$ cat src/rtl/mem_port_arbiter.sv
// mem_port_arbiter
// Two-port arbiter and sequencer for the shared 16-bit byte-addressable memory.
// Port 0 is instruction fetch and port 1 is the load/store unit. Each accepted
// access occupies the memory port for LATENCY cycles. The access cycle is the
// last of those cycles, and the owner receives a registered done pulse (plus
// err for an odd address) on the following cycle.
//
// Optional feature: define ARB_ROUND_ROBIN_EN to let the port that was not
// granted last win on contention. When it is undefined, port 1 always wins.
module mem_port_arbiter #(
   parameter int LATENCY    = 2,
   parameter int ADDR_WIDTH = 16
) (
   input  logic                  clk,
   input  logic                  rst,
   input  logic                  req0,
   input  logic                  req1,
   input  logic                  wr0,
   input  logic                  wr1,
   input  logic [ADDR_WIDTH-1:0] addr0,
   input  logic [ADDR_WIDTH-1:0] addr1,
   input  logic [15:0]           wdata0,
   input  logic [15:0]           wdata1,
   output logic                  gnt0,
   output logic                  gnt1,
   output logic                  done0,
   output logic                  done1,
   output logic                  err0,
   output logic                  err1,
   output logic [15:0]           rdata,
   output logic                  mem_en,
   output logic                  mem_wr,
   output logic [ADDR_WIDTH-1:0] mem_addr,
   output logic [15:0]           mem_wdata,
   input  logic [15:0]           mem_rdata
);

   // The count loaded at grant. It runs down to zero, and zero marks the access cycle.
   localparam logic [3:0] CNT_LOAD = 4'(LATENCY - 1);

   typedef enum logic {
      IDLE,
      BUSY
   } state_t;

   state_t          state;
   state_t          state_nxt;
   logic [3:0]      cnt;
   logic [3:0]      cnt_nxt;
   logic            owner;       // 0 = fetch port, 1 = load/store port
   logic            wr_q;
   logic            misalign_q;
   logic            win;         // port that would be granted this cycle
   logic            take;        // a grant happens this cycle
   logic            access;      // this cycle is the access cycle

`ifdef ARB_ROUND_ROBIN_EN
   logic            last_q;      // last granted port

   // Pick the winner. On contention, the port that was not granted last wins.
   always_comb begin
      win = req1;
      if (req0 && req1) begin
         win = ~last_q;
      end
   end

   // Record the last granted port. Reset makes port 1 win the first contention.
   always_ff @(posedge clk) begin
      if (rst) begin
         last_q <= 1'b0;
      end else if (take) begin
         last_q <= win;
      end
   end
`else
   // Pick the winner with fixed priority: port 1 beats port 0.
   always_comb begin
      win = req1;
   end
`endif

   // Compute the next state and the combinational strobes for grant and memory access.
   always_comb begin
      // NOTE: every output of this block gets a default first, so no path can
      // leave a signal unassigned and infer a latch.
      state_nxt = state;
      cnt_nxt   = cnt;
      take      = 1'b0;
      access    = 1'b0;
      gnt0      = 1'b0;
      gnt1      = 1'b0;
      mem_en    = 1'b0;
      mem_wr    = 1'b0;

      case (state)
         IDLE: begin
            if (req0 || req1) begin
               take      = 1'b1;
               gnt0      = ~win;
               gnt1      = win;
               cnt_nxt   = CNT_LOAD;
               state_nxt = BUSY;
            end
         end
         BUSY: begin
            if (cnt == 4'd0) begin
               access    = 1'b1;
               mem_en    = ~misalign_q;
               mem_wr    = wr_q & ~misalign_q;
               state_nxt = IDLE;
            end else begin
               cnt_nxt = cnt - 4'd1;
            end
         end
         default: begin
            state_nxt = IDLE;
         end
      endcase

      // Reset overrides everything. A pending access is abandoned, and no
      // write reaches memory in the reset cycle.
      if (rst) begin
         state_nxt = IDLE;
         cnt_nxt   = 4'd0;
         take      = 1'b0;
         access    = 1'b0;
         gnt0      = 1'b0;
         gnt1      = 1'b0;
         mem_en    = 1'b0;
         mem_wr    = 1'b0;
      end
   end

   // Register the state and the latency counter.
   always_ff @(posedge clk) begin
      // NOTE: sequential state always uses non-blocking assignments, so every
      // register samples the pre-edge values regardless of statement order.
      if (rst) begin
         state <= IDLE;
         cnt   <= 4'd0;
      end else begin
         state <= state_nxt;
         cnt   <= cnt_nxt;
      end
   end

   // Latch the winner's request attributes at grant. They drive the memory port during BUSY.
   always_ff @(posedge clk) begin
      if (rst) begin
         owner      <= 1'b0;
         wr_q       <= 1'b0;
         misalign_q <= 1'b0;
         mem_addr   <= '0;
         mem_wdata  <= 16'd0;
      end else if (take) begin
         owner      <= win;
         wr_q       <= win ? wr1 : wr0;
         misalign_q <= win ? addr1[0] : addr0[0];
         mem_addr   <= win ? addr1 : addr0;
         mem_wdata  <= win ? wdata1 : wdata0;
      end
   end

   // Produce the completion pulses and capture read data on the access edge.
   always_ff @(posedge clk) begin
      if (rst) begin
         done0 <= 1'b0;
         done1 <= 1'b0;
         err0  <= 1'b0;
         err1  <= 1'b0;
         rdata <= 16'd0;
      end else begin
         done0 <= access & ~owner;
         done1 <= access & owner;
         err0  <= access & ~owner & misalign_q;
         err1  <= access & owner & misalign_q;
         if (access && !wr_q && !misalign_q) begin
            rdata <= mem_rdata;
         end
      end
   end

endmodule

$ cat config.mk
export PLATFORM = sky130hd
export DESIGN_NAME = mem_port_arbiter
export DESIGN_NICKNAME = d
export VERILOG_FILES = /design/src/rtl/mem_port_arbiter.sv
export SDC_FILE = /design/constraint.sdc
export NUM_CORES = 1
export LEC_CHECK = 0
export ABC_AREA = 1
export CAP_MARGIN = 10
export CORE_UTILIZATION = 40
export CTS_BUF_LIST = sky130_fd_sc_hd__clkbuf_8
export CTS_CLUSTER_DIAMETER = 200
export CTS_CLUSTER_SIZE = 24
export DETAILED_ROUTE_END_ITERATION = 12
export PLACE_DENSITY = 0.91
export SLEW_MARGIN = 20
export SYNTH_ARGS = -nofsm -noshare
export SYNTH_HDL_FRONTEND = slang
export SYNTH_SLANG_ARGS = --single-unit
$ cat constraint.sdc
create_clock -name clk -period 3.9 [get_ports clk]
set_clock_uncertainty 0.05 [all_clocks]
set_input_delay 0.39 -clock clk [delete_from_list [all_inputs] [get_ports clk]]
set_output_delay 0.39 -clock clk [all_outputs]
set_load 0.01 [all_outputs]
; ---- Word level (Yosys, flattened, before mapping)
; Index checks and enable logic that the tools add are counted.
[classes]
n_addsub = 1
eq_ne = 2
n_mux = 27
bitwise_logic = 9
reduce_logical = 7
[ops]
columns = operator, n
row1 = 2-to-1 mux 16 bit, 2
row2 = 2-to-1 mux 1 bit, 21
row3 = 2-to-1 mux 4 bit, 2
row4 = case mux 4 bit (2 select lines), 1
row5 = bitwise AND 1 bit, 5
row6 = logical NOT 4 bit, 1
row7 = "!= test 2 bit, second input constant", 2
row8 = inverter 1 bit, 4
row9 = "subtractor 4 x 1 -> 4 bit, second input constant", 1
row10 = logical AND 1 bit, 2
row11 = logical NOT 1 bit, 2
row12 = case mux 1 bit (2 select lines), 1
row13 = AND reduction 2 bit, 1
row14 = logical OR 1 bit, 1
[totals]
ff_bits = 60
input_bits = 86
out_inout_bits = 56
elab_cells = 58

; ---- Longest topological paths before layout
[logic_depth]
word_depth = 6
depth_mapped = 9
depth_no_buf = 9

; ---- Least setup slack after synthesis
; Ideal clock, no wire load.
[synth_timing]
path_type = input-to-output
from = input port req1
to = output port gnt0
t_arrival_ns = 1.043
t_required_ns = 3.460
setup_slack_ns = 2.417
path_stages = 5
n_path_buf = 2
path_cell_list = buf_6 clkinv_1 buf_2 nand3_1 nor2_1
[synth_between]
elab_chain_cells = 4
word_cells_on_any_way = 5
classes_between = 3 x mux / 1 x bitwise / 1 x reduce/logical
[synth_rtl]
columns = item, line_no
row1 = "start, declared", 17  ; input logic req1,
row2 = logical OR 1 bit / inverter 1 bit (equally long branches), "98, 100"
row3 = 2-to-1 mux 1 bit *, 98  ; if (req0 || req1) begin
row4 = 2-to-1 mux 1 bit *, 96  ; case (state)
row5 = 2-to-1 mux 1 bit *, 123  ; if (rst) begin
row6 = "end, declared", 24  ; output logic gnt0,
; Every way passes the cells marked *; elsewhere a longest branch is shown, timed or not.

; ---- Worst setup path after layout
[layout_timing]
from = input port req1
to = output port gnt1
[layout_between]
elab_chain_cells = 4
[layout_rtl]
columns = item, line_no
row1 = logical OR 1 bit, 98
row2 = 2-to-1 mux 1 bit *, 98
row3 = 2-to-1 mux 1 bit *, 96
row4 = 2-to-1 mux 1 bit *, 123
row5 = "end, declared", 25  ; output logic gnt1,
; Marks and branches as above.

==> flow_metrics.py <==
metrics = {
    "timing": {
        "fin_crit_sh_pct": 78.0,
        "hold_viol": 0,
        "hold-worst-slack_ns": 0.419,
        "slew_viol_final": 0,
        "min_period_ns": 3.04,
        "maxSlewHeadroom_pct": 51.7,
        "setup_tns_ns": 0,
        "setup_viol": 0,
        "worstMarginPinSlew_ns": 0.724,
        "fmax_mhz": 329,
        "rsz0062_at_grt": "false",
    },
    "place": {
        "post_dp_cell_area_um2": 4100,
        "hpwl_um": 5430,
        "gp_congestion": 0.840,
        "port_buffers": 141,
    },
    "yosys": {
        "syn_nets": 499,
        "syn_inst": 412,
        "async_flop_share_pct": 0,
        "yosysUniqueCellTypes": 23,
        "synth.top_cells.by_area": "dfxtp_1 (44%), nand2_1 (17%), nor2_1 (15%)",
        "synth_area_leader_cell": "dfxtp_1",
        "synth.avg_cell_area_um2": 6.52,
        "ys_ff_latch": 59,
        "synth_top_area_share_pct": 43.9,
        "synth-edff-count": 0,
        "synth_area_um2": 2690,
        "synth_warnings": 0,
        "ys.flop_type": "dfxtp_1",
        "ys_seq_area_share_pct": 43.9,
    },
    "global_route": {
        "grt_overflow": 0,
        "first_global_vias": 2798,
        "grt_first_pass_wirelength_um": 12000,
        "grtUsageTotal_pct": 21.4,
        "antenna_found_initial": 0,
        "grt_max_degree": 52,
    },
    "floorplanning": {
        "ios": 142,
        "core_um2": 6420,
        "row_count": 29,
        "initial_core_util_pct": 41.8,
        "die_y_um": 84.0,
        "dieArea_um2": 7050,
        "die_w_um": 84.0,
    },
    "critical_path": {
        "cpMaxStageDelayCell": "clkdlybuf4s50_1",
        "endpoint_kind": "primary output",
        "path_max_fanout": 19,
        "crit_top_cell": "clkdlybuf4s50_1",
        "worstPathArrival_ns": 2.60,
        "cpPeakStageDelay_ns": 0.89,
        "crit_buf_inv": 4,
        "cp.required_ns": 3.46,
        "critPathTopFamily": "buffers and inverters",
        "crit_chain": "clkdlybuf4s50_1 > buf_4 > clkinv_1 > nor2_1 > clkdlybuf4s50_1",
        "critPathKind": "in -> out",
        "cp-start-kind": "input port",
    },
    "clock_network": {
        "cts_max_level": 3,
        "cts_tree": "done",
        "cts_root_buf": "clkbuf_8",
        "hold_buffers": 0,
        "clock_latency_ns": 0.33,
        "clockBufferDepth": 2,
        "cts_buffers": 9,
        "cts_resized": 0,
        "cts.clk_slew.worst_paths_ns": 0.07,
        "postCtsSetupBuffers": 0,
        "cts_sinks": 59,
    },
    "pwr": {
        "power_density_nw_per_um2": 395,
        "leakage_uw": 0.00188,
        "total_power_uw": 1710,
        "peakVddDrop_mv": 0.209,
    },
    "routing": {
        "first_iter_violations": 142,
        "dr.pass1.iters": 8,
        "wl_per_cell_um": 11.9,
        "viasPerCell": 4.77,
        "drc_errors": 18,
        "routed_wirelength_um": 7480,
        "drtAntennaViolNets": 0,
        "vias": 2988,
    },
    "cells_and_area": {
        "nets": 631,
        "fill_cells": 549,
        "final_area_um2": 4330,
        "synthToLayoutAreaGrowth_pct": 61.1,
        "drive_gt1_share_pct": 5.28,
        "post-route-util_pct": 67.4,
        "antennaDiodeCount": 0,
    },
    "run_status": {
        "status": "finished with violations",
        "violations": "DRC",
    },
    "min_path": {
        "hold_path.class": "reg -> reg",
    },
    "job": {
        "maxCapViolCount": 0,
    },
}
==> per-layer routing <==
layer | track usage [%] | vias to the layer above | wire length, um
li1 | - | 1539 | -
met1 | 22.0 | 1324 | 2930
met2 | 40.6 | 113 | 3880
met3 | 5.54 | 12 | 540
met4 | 8.93 | 0 | 127
met5 | 0 | - | 0
==> cell type report <==
class | instances | area [um^2] | area share, %
repair buffers | 145 | 1440 | 33.3
well taps | 77 | 96.3 | 2.23
flip-flops and latches | 59 | 1180 | 27.3
multi-input cells | 300 | 1270 | 29.5
clock inverters | 6 | 88.8 | 2.05
clock buffers | 10 | 138 | 3.18
inverters | 29 | 109 | 2.51
==> cells in the mapped netlist (3+ instances only) <==
library cell and number:
a21oi_1 5, buf_2 8, clkbuf_1 10, dfxtp_1 59, inv_1 24, inv_2 3, nand2_1 125, nand3_1 5
nand4_1 16, nor2_1 105, nor3_1 3, o21ai_0 29, o21ai_1 5
==> worst register-to-register path, stage by stage, from the launching register on <==
cell and delay, ns:
dfxtp_1 0.33, inv_1 0.44, nand4_2 0.25, nor2_4 0.36, nor2_1 0.08, nor2_1 0.12
==> final timing paths <==
kind                                  from                     to  slack (ns)  cells after the start
hold reg to reg         owner$_SDFFE_PP0P_       done0$_SDFF_PP0_        0.42                      1
setup reg to reg  mem_addr[0]$_SDFFE_PP0P_  rdata[2]$_SDFFE_PP0P_        2.21                      5
hold / removal          owner$_SDFFE_PP0P_       done0$_SDFF_PP0_        0.42                      1
setup / recovery                      req1                   gnt1        0.86                      5
==> logic make-up (layout without fill, tap and decap cells) <==
logic type | Yosys count | count (layout) | synth area share (%)
adder cells (fa/ha/maj) | 1 | 1 | 0.465
AND/OR/NAND/NOR | 259 | 259 | 39.1
buffers and inverters | 53 | 190 | 8.61
flip-flops | 59 | 59 | 43.9
AO/OA/AOI/OAI | 40 | 40 | 7.87
==> power breakdown <==
part,internal [uW],switching (uW)
Combinational,212,194
Clock,377,244
Sequential,653,29.0
Total,1240,467
==> sequential cells by signal, indices dropped and copies added (netlist names) <==
| signal | cells |
|---|---|
| done0 | 1 |
| cnt | 4 |
| done1 | 1 |
| mem_addr | 16 |
| owner | 1 |
| state | 1 |
| err1 | 1 |
| mem_wdata | 16 |
| wr_q | 1 |
| rdata | 16 |
| err0 | 1 |
==> stage by stage <==
| step | setup WS [ns] | cells |
|---|---|---|
| 6_report | 0.856 | 626 |
| 5_1_grt | 0.726 | 626 |
| 4_1_cts | 0.859 | 626 |
| 3_5_place_dp | 0.864 | 610 |
| 3_3_place_gp | 0.901 | 610 |
| 2_1_floorplan | 2.42 | 412 |
==> placed cells by master (no fill, tap or decap), drive strengths merged <==
cell type	netlist	final
dfxtp	59	59
nor2	108	108
nand3	5	5
nor3	3	3
clkinvlp	0	2
ha	1	1
buf	14	4
inv	27	27
nand2	125	125
nand4	17	17
or2	1	1
clkbuf	10	10
bufinv	0	2
clkinv	2	4
a21oi	5	5
clkdlybuf4s50	0	141
o21ai	35	35
(Power assumes the default switching activity.)
